### config.mk
export PLATFORM = sky130hd
export DESIGN_NAME = lane_scan_mux_flat
export DESIGN_NICKNAME = d
export VERILOG_FILES = /design/src/rtl/lane_scan_mux_if.sv /design/src/rtl/lane_scan_mux.sv /design/src/flat_wrapper.sv
export SDC_FILE = /design/constraint.sdc
export NUM_CORES = 1
export LEC_CHECK = 0
export CORE_ASPECT_RATIO = 1.75
export CORE_UTILIZATION = 35
export CTS_BUF_LIST = sky130_fd_sc_hd__clkbuf_2 sky130_fd_sc_hd__clkbuf_4 sky130_fd_sc_hd__clkbuf_8
export DETAILED_ROUTE_END_ITERATION = 6
export GPL_TIMING_DRIVEN = 0
export PLACE_DENSITY = 0.55
export SYNTH_ARGS = -nofsm -noshare
export SYNTH_HDL_FRONTEND = slang
export SYNTH_SLANG_ARGS = --single-unit
### constraint.sdc
create_clock -name CLK -period 2.2 [get_ports CLK]
set_clock_uncertainty 0.05 [all_clocks]
set_input_delay 0.33 -clock CLK [delete_from_list [all_inputs] [get_ports CLK]]
set_output_delay 0.33 -clock CLK [all_outputs]
set_load 0.01 [all_outputs]
### src/rtl/lane_scan_mux_if.sv
// Bus for lane_scan_mux: lane sensors and HOLD in, scan state and window results out.
// MASK exists only when LANE_MASK_EN is defined.
interface lane_scan_mux_if #(
  parameter int CNT_W = 8
);
  logic             IP1;
  logic             IP2;
  logic             IP3;
  logic             IP4;
  logic             HOLD;
`ifdef LANE_MASK_EN
  logic [3:0]       MASK;
`endif
  logic [1:0]       SEL;
  logic             OP;
  logic             VALID;
  logic [1:0]       LANE;
  logic [CNT_W-1:0] DENSITY;

  modport master (
    output IP1, IP2, IP3, IP4, HOLD,
`ifdef LANE_MASK_EN
    output MASK,
`endif
    input  SEL, OP, VALID, LANE, DENSITY
  );

  modport slave (
    input  IP1, IP2, IP3, IP4, HOLD,
`ifdef LANE_MASK_EN
    input  MASK,
`endif
    output SEL, OP, VALID, LANE, DENSITY
  );
endinterface

### src/rtl/lane_scan_mux.sv
// Round-robin lane scanner: samples one lane per DWELL-cycle window and reports a saturating density.
// Optional lane skipping is built in when the macro LANE_MASK_EN is defined.
module lane_scan_mux #(
  parameter int DWELL = 16,
  parameter int CNT_W = 8
) (
  input  logic          CLK,
  input  logic          RST,
  lane_scan_mux_if.slave bus
);
  localparam logic [0:0] ST_SCAN   = 1'b0;
  localparam logic [0:0] ST_FROZEN = 1'b1;
  localparam logic [7:0] TICK_LAST = 8'(DWELL - 1);

  logic [0:0]       fsm_q, fsm_d;
  logic [1:0]       sel_q, sel_d;
  logic [7:0]       tick_q, tick_d;
  logic [CNT_W-1:0] acc_q, acc_d, acc_inc;
  logic             op_q, op_d;
  logic             valid_q, valid_d;
  logic [1:0]       lane_q, lane_d;
  logic [CNT_W-1:0] density_q, density_d;

  logic [3:0]       lane_in;
  logic             sample_bit;
  logic             sample_en;
  logic             hold_req;
  logic [1:0]       nxt_sel;

  assign lane_in    = {bus.IP4, bus.IP3, bus.IP2, bus.IP1};
  assign sample_bit = lane_in[sel_q];
  // Saturate instead of wrapping so a long dwell still reports a full lane.
  assign acc_inc    = (sample_bit && (acc_q != '1)) ? acc_q + CNT_W'(1) : acc_q;

`ifdef LANE_MASK_EN
  logic       idle_q, idle_d;
  logic       nxt_found;
  logic [1:0] lane_cand;

  // First unmasked lane strictly after SEL; SEL itself is the last candidate.
  always_comb begin
    nxt_sel   = sel_q;
    nxt_found = 1'b0;
    lane_cand = sel_q;
    for (int i = 4; i >= 1; i--) begin
      lane_cand = sel_q + 2'(i);
      if (!bus.MASK[lane_cand]) begin
        nxt_sel   = lane_cand;
        nxt_found = 1'b1;
      end
    end
  end

  // With every lane masked the scanner parks exactly as if HOLD were high.
  assign hold_req = bus.HOLD | idle_q;
`else
  assign nxt_sel  = sel_q + 2'd1;
  assign hold_req = bus.HOLD;
`endif

  always_comb begin
    // NOTE: every always_comb output gets a default first, so no path can infer a latch.
    fsm_d = fsm_q;
    case (fsm_q)
      ST_SCAN:   if (hold_req)  fsm_d = ST_FROZEN;
      ST_FROZEN: if (!hold_req) fsm_d = ST_SCAN;
      default:   fsm_d = ST_SCAN;
    endcase
  end

  // HOLD acts on the edge it is seen, so the sample due in that cycle is skipped.
  assign sample_en = (fsm_d == ST_SCAN);

  always_comb begin
    sel_d     = sel_q;
    tick_d    = tick_q;
    acc_d     = acc_q;
    valid_d   = 1'b0;
    lane_d    = lane_q;
    density_d = density_q;
    op_d      = sample_bit;
`ifdef LANE_MASK_EN
    idle_d    = idle_q;
`endif
    if (sample_en) begin
      if (tick_q == TICK_LAST) begin
        // Close the window and start the next lane on the very next edge.
        valid_d   = 1'b1;
        lane_d    = sel_q;
        density_d = acc_inc;
        tick_d    = '0;
        acc_d     = '0;
`ifdef LANE_MASK_EN
        if (nxt_found) sel_d  = nxt_sel;
        else           idle_d = 1'b1;
`else
        sel_d     = nxt_sel;
`endif
      end else begin
        tick_d = tick_q + 8'd1;
        acc_d  = acc_inc;
      end
    end
`ifdef LANE_MASK_EN
    else if (idle_q && nxt_found && !bus.HOLD) begin
      sel_d  = nxt_sel;
      idle_d = 1'b0;
    end
`endif
  end

  always_ff @(posedge CLK or posedge RST) begin
    if (RST) begin
      fsm_q     <= ST_SCAN;
      sel_q     <= '0;
      tick_q    <= '0;
      acc_q     <= '0;
      op_q      <= 1'b0;
      valid_q   <= 1'b0;
      lane_q    <= '0;
      density_q <= '0;
`ifdef LANE_MASK_EN
      idle_q    <= 1'b0;
`endif
    end else begin
      // NOTE: state registers use non-blocking assignments so every flop sees pre-edge values.
      fsm_q     <= fsm_d;
      sel_q     <= sel_d;
      tick_q    <= tick_d;
      acc_q     <= acc_d;
      op_q      <= op_d;
      valid_q   <= valid_d;
      lane_q    <= lane_d;
      density_q <= density_d;
`ifdef LANE_MASK_EN
      idle_q    <= idle_d;
`endif
    end
  end

  assign bus.SEL     = sel_q;
  assign bus.OP      = op_q;
  assign bus.VALID   = valid_q;
  assign bus.LANE    = lane_q;
  assign bus.DENSITY = density_q;
endmodule

### src/flat_wrapper.sv
// flat-port wrapper written by rule: the top's interface ports become plain ports
module lane_scan_mux_flat 
#(
  parameter int DWELL = 16,
  parameter int CNT_W = 8
)
  (CLK, RST, bus_IP1, bus_IP2, bus_IP3, bus_IP4, bus_HOLD, bus_SEL, bus_OP, bus_VALID, bus_LANE, bus_DENSITY);
  lane_scan_mux_if #(.CNT_W(CNT_W)) bus_i ();
  input  logic CLK;
  input  logic RST;
  input wire logic [$bits(bus_i.IP1)-1:0] bus_IP1;
  input wire logic [$bits(bus_i.IP2)-1:0] bus_IP2;
  input wire logic [$bits(bus_i.IP3)-1:0] bus_IP3;
  input wire logic [$bits(bus_i.IP4)-1:0] bus_IP4;
  input wire logic [$bits(bus_i.HOLD)-1:0] bus_HOLD;
  output wire logic [$bits(bus_i.SEL)-1:0] bus_SEL;
  output wire logic [$bits(bus_i.OP)-1:0] bus_OP;
  output wire logic [$bits(bus_i.VALID)-1:0] bus_VALID;
  output wire logic [$bits(bus_i.LANE)-1:0] bus_LANE;
  output wire logic [$bits(bus_i.DENSITY)-1:0] bus_DENSITY;
  assign bus_i.IP1 = bus_IP1;
  assign bus_i.IP2 = bus_IP2;
  assign bus_i.IP3 = bus_IP3;
  assign bus_i.IP4 = bus_IP4;
  assign bus_i.HOLD = bus_HOLD;
  assign bus_SEL = bus_i.SEL;
  assign bus_OP = bus_i.OP;
  assign bus_VALID = bus_i.VALID;
  assign bus_LANE = bus_i.LANE;
  assign bus_DENSITY = bus_i.DENSITY;
  lane_scan_mux #(.DWELL(DWELL), .CNT_W(CNT_W)) u_core (.CLK(CLK), .RST(RST), .bus(bus_i));
endmodule
**After elaboration in Yosys (flattened, before gate mapping)**

Cells that the tools add are included.

- Add/sub/neg operators: 3
- Equal/unequal tests: 2
- Order comparisons: 1
- Mux-type cells: 8
- Reduce and logical (&&, ||, !) cells: 2
- Bitwise gates (word level): 1

Operator list:

| operator | number |
|---|---|
| $mux 8 | 3 |
| $add 8x1->8 const B | 2 |
| $eq 8x4->1 const B | 1 |
| $ne 8x8->1 const B | 1 |
| $mux 1 | 4 |
| $lt 2x3->1 const B | 1 |
| $add 2x1->2 const B | 1 |
| $bmux 1 s2 | 1 |
| $reduce_and 2->1 | 1 |
| $logic_and 1x1->1 | 1 |
| $not 1->1 | 1 |

- Bits of input ports: 7
- Register bits: 30
- Word-level logic and storage cells: 24

**Logic depth before layout (Yosys ltp)**

- Depth in word-level cells: 5
- Depth in mapped cells: 6
- Mapped depth without buffers: 5

**Worst setup path before layout**

No wires, ideal clock.

- Kind: reg-to-reg
- Start: reg u_core.tick_q[4]
- End: reg u_core.density_q[5], in the netlist u_core.bus.DENSITY[5]
- Setup slack: 0.232 ns
- Period minus slack after synthesis: 1.968 ns
- Data required time: 2.080 ns
- Arrival: 1.848 ns
- Buffers on the path: 0
- Stages on the path, launching flop included: 5
- Cell sequence: dfrtp_1 > or4_4 > or3_1 > or4_1 > nand3_1

- Word-level cells in the longest chain between the ends: 2

Ends and longest elaborated chain:

| what | RTL line | RTL |
|---|---|---|
| from (decl) | lane_scan_mux.sv:17 | `logic [7:0] tick_q, tick_d;` |
| from (signal assigned) | lane_scan_mux.sv:129 | `tick_q <= tick_d;` |
| $eq 8x4->1 | lane_scan_mux.sv:86 | `if (tick_q == TICK_LAST) begin` |
| $reduce_and 2->1 (no source line) | -- |  |
| to (signal assigned) | lane_scan_mux.sv:134 | `density_q <= density_d;` |
| to (decl) | lane_scan_mux.sv:22 | `logic [CNT_W-1:0] density_q, density_d;` |

No other way between the ends.
A chain may end at the register's enable or synchronous reset.

**Worst setup path after layout**

- Start: in bus_HOLD
- End: reg u_core.acc_q[5]

- Word-level cells in the longest chain between the ends: 1

Ends and longest elaborated chain:

| what | RTL line | RTL |
|---|---|---|
| from (decl) | flat_wrapper.sv:15 | `input wire logic [$bits(bus_i.HOLD)-1:0] bus_HOLD;` |
| $mux 1 | lane_scan_mux.sv:65, lane_scan_mux.sv:66 |  |
| to (signal assigned) | lane_scan_mux.sv:117 | `acc_q <= '0;` |
| to (signal assigned) | lane_scan_mux.sv:130 | `acc_q <= acc_d;` |
| to (decl) | lane_scan_mux.sv:18 | `logic [CNT_W-1:0] acc_q, acc_d, acc_inc;` |

No other way between the ends.

==> impl_results.md <==
- Final Max Tran Viols: 0
- Final nets: 182
- Fin Setup TNS: 0 ns
- Detailed Routing Iterations Pass 1: 4
- Status: complete, no violations
- Core footprint: 3941 um2
- Clk pin slew, worst setup/hold paths: 0.06 ns
- Hpwl dp: ~2.3 mm
- RSZ-0062 raised after global routing: no
- Top post-synthesis cells by area: dfrtp_1 52%, nand2_1 6.2%, xnor2_1 4.2%
- CTS Hold Bufs: 0
- Clk buf depth: 2
- Synthesized area per cell: slightly below 10 um2
- Final Setup Violations: 0
- Area Overhead vs Synth: 24.05%
- Initial Utilization: between 30% and 40%
- IO Pins: 21
- Post-layout util: 45.68%
- Crit end category: flop
- Hold Vio Cnt, Final: 0
- Synth Instances: 146
- Avg WL per Cell: 14.11 um
- CTS Sinks: 30
- Flops & latches, synth: 30
- First-pass GRT wire length: 5.478 mm
- PortBufs: 20
- Critical Path AT: 2.25 ns
- Vias per cell: 5.312
- Slew HR: 24.26%
- Net count after synthesis: around 160
- Initial antenna violation count: 0
- Post-route ant nets: 0
- Die span in y: 87.19 um
- Fmax achieved: 478.3 MHz
- Worst slew pin tran: about 1.1 ns
- Post-synth top area share: 51.72%
- Num rows: 30
- Skew-Pair Late Insertion Delay: 0.28 ns
- DRC: 0
- Num CTS Buffers: 5
- Commonest non-fill, non-tap cells in the layout: 30 x dfrtp_1, 24 x nand2_1, 20 x clkdlybuf4s50_1, 9 x inv_1
- Min Clock Period, post-route: 2.091 ns
- Wirelength, routed: 3.118 mm
- Worst setup path class: input port to flop
- Cell area power density: 1015 nW/um2
- Synthesized area: 1451 um2
- Die ar.: 4419 um2
- Peak VDD IR: 0.6011 mV
- Total leakage power: 0.7973 nW
- Tcrit/Tclk final: 95.04%
- Critical Path Start Type: input port
- Die width: slightly above 50 um
- TritonCTS clock tree: done
- YS warnings: 0
- Register area share after synthesis: 51.72%
- Share of cells above drive strength 1: 7.514%
- Largest net degree at the start of global routing: 31
- Commonest non-fill, non-tap cell in the layout: dfrtp_1
- Library cells used by synthesis: 38
- Largest area contributor in the netlist: dfrtp_1
- Grt total ovfl: 0
- Routability cong.: between 0.8 and 0.9
- H-tree depth: 2
- Vias in the first global route: 1,186
- Maxcap violations: 0
- Tot GR Track Use: 17.24%
- 1st-iter DRT viols: 32
- Hold Path Class: flop to flop
- Hold slack final: 0.4199 ns
- Crit Path Max Fanout: 10
- Ant diodes: 0
- Vias: 1,174
- Root buffer cell: clkbuf_8
- Required time worst endpoint: 2.36 ns
[per-stage QoR]
stage	total power (W)	area [um2]	instances	setup WS, ns
2_1_floorplan	0.001166	1451	146	0.2322
3_3_place_gp	0.001398	1712	214	-0.1977
3_5_place_dp	0.001412	1712	214	-0.2373
4_1_cts	0.001854	1800	221	0.09207
5_1_grt	0.001958	1800	221	0.004862
6_report	0.001827	1800	221	0.1092
[what timing repair did]
action	4_1_cts	5_1_grt
resized for setup	1	0
endpoints found under the setup margin	4	0
buffers inserted	0	0
[area by class of cell]
class                      count  area (um2)
tap                           48       60.06
sequential                    30       750.7
multi-input combinational    103       656.9
timing repair buffer          20       200.2
inverter                       9       33.78
clock buffer                   7       83.83
fill                         388        2141
buffer                         4       15.01
[metal layers]
metal | track usage [%] | share of wire, %
met4 | 8.586 | 3.0
met1 | 17.54 | 39
met2 | 31.03 | 54
met5 | 0 | 0
met3 | 5.236 | 3.8
[sequential cells by signal, indices dropped and copies added, names as in the netlist]
register	flops
u_core.bus.DENSITY	8
u_core.tick_q	8
u_core.bus.OP	1
u_core.acc_q	8
u_core.bus.LANE	2
u_core.bus.VALID	1
u_core.bus.SEL	2
[critical path, cell delays in order]
cell             delay, ns
clkdlybuf4s50_1       0.43
clkbuf_1              0.24
inv_1                 0.22
o21ai_0               0.33
or4_1                 0.60
nand3_1               0.10
[Yosys cell counts (all sizes together)]
| library cell | n |
|---|---|
| nand2 | 24 |
| and3 | 4 |
| o31a | 1 |
| or3 | 2 |
| mux2 | 1 |
| o211ai | 3 |
| o2111ai | 1 |
| or4 | 3 |
| and2 | 1 |
| nor2 | 4 |
| o22ai | 2 |
| a41oi | 1 |
| a31oi | 3 |
| xnor2 | 7 |
| o32ai | 1 |
| o21ba | 1 |
| nor2b | 1 |
| nor3 | 2 |
| and4b | 2 |
| a21o | 1 |
| nand3 | 5 |
| o31ai | 2 |
| xor2 | 4 |
| a2bb2oi | 1 |
| and4 | 1 |
| mux4 | 1 |
| buf | 1 |
| inv | 9 |
| o21ai | 9 |
| a311oi | 1 |
| ha | 2 |
| a31o | 1 |
| dfrtp | 30 |
| a21oi | 8 |
| nand4 | 3 |
| clkbuf | 3 |
[worst paths after layout]
check	startpoint	endpoint	slack, ns	cells after the start
min in group asynchronous	RST	u_core.bus.DENSITY[0]	0.60	2
min reg2reg	u_core.bus.LANE[1]	u_core.bus.LANE[1]	0.42	2
max reg2reg	u_core.tick_q[4]	u_core.acc_q[5]	0.11	4
min	u_core.bus.LANE[1]	u_core.bus.LANE[1]	0.42	2
max in group asynchronous	RST	u_core.acc_q[0]	0.82	2
max	bus_HOLD	u_core.acc_q[5]	0.11	6
[cells by family after synthesis]
| group | after synthesis | synth area share, % |
|---|---|---|
| muxes | 2 | 2.327 |
| adders and majority gates | 2 | 1.724 |
| DFF | 30 | 51.72 |
| buffers and inverters | 13 | 3.362 |
| and+or+nand+nor | 52 | 18.19 |
| xor gates and xnor gates | 11 | 6.638 |
| AOI/OAI and AO/OA | 36 | 16.03 |
[report_power, final]
group / internal, W / switching [W] / total, W
clock: 0.000242 / 0.000187 / 0.000428
sequential: 0.000693 / 0.000127 / 0.000820
combinational: 0.000301 / 0.000277 / 0.000578
total: 0.00124 / 0.000591 / 0.00183
Power figures use the tool's default switching activity.
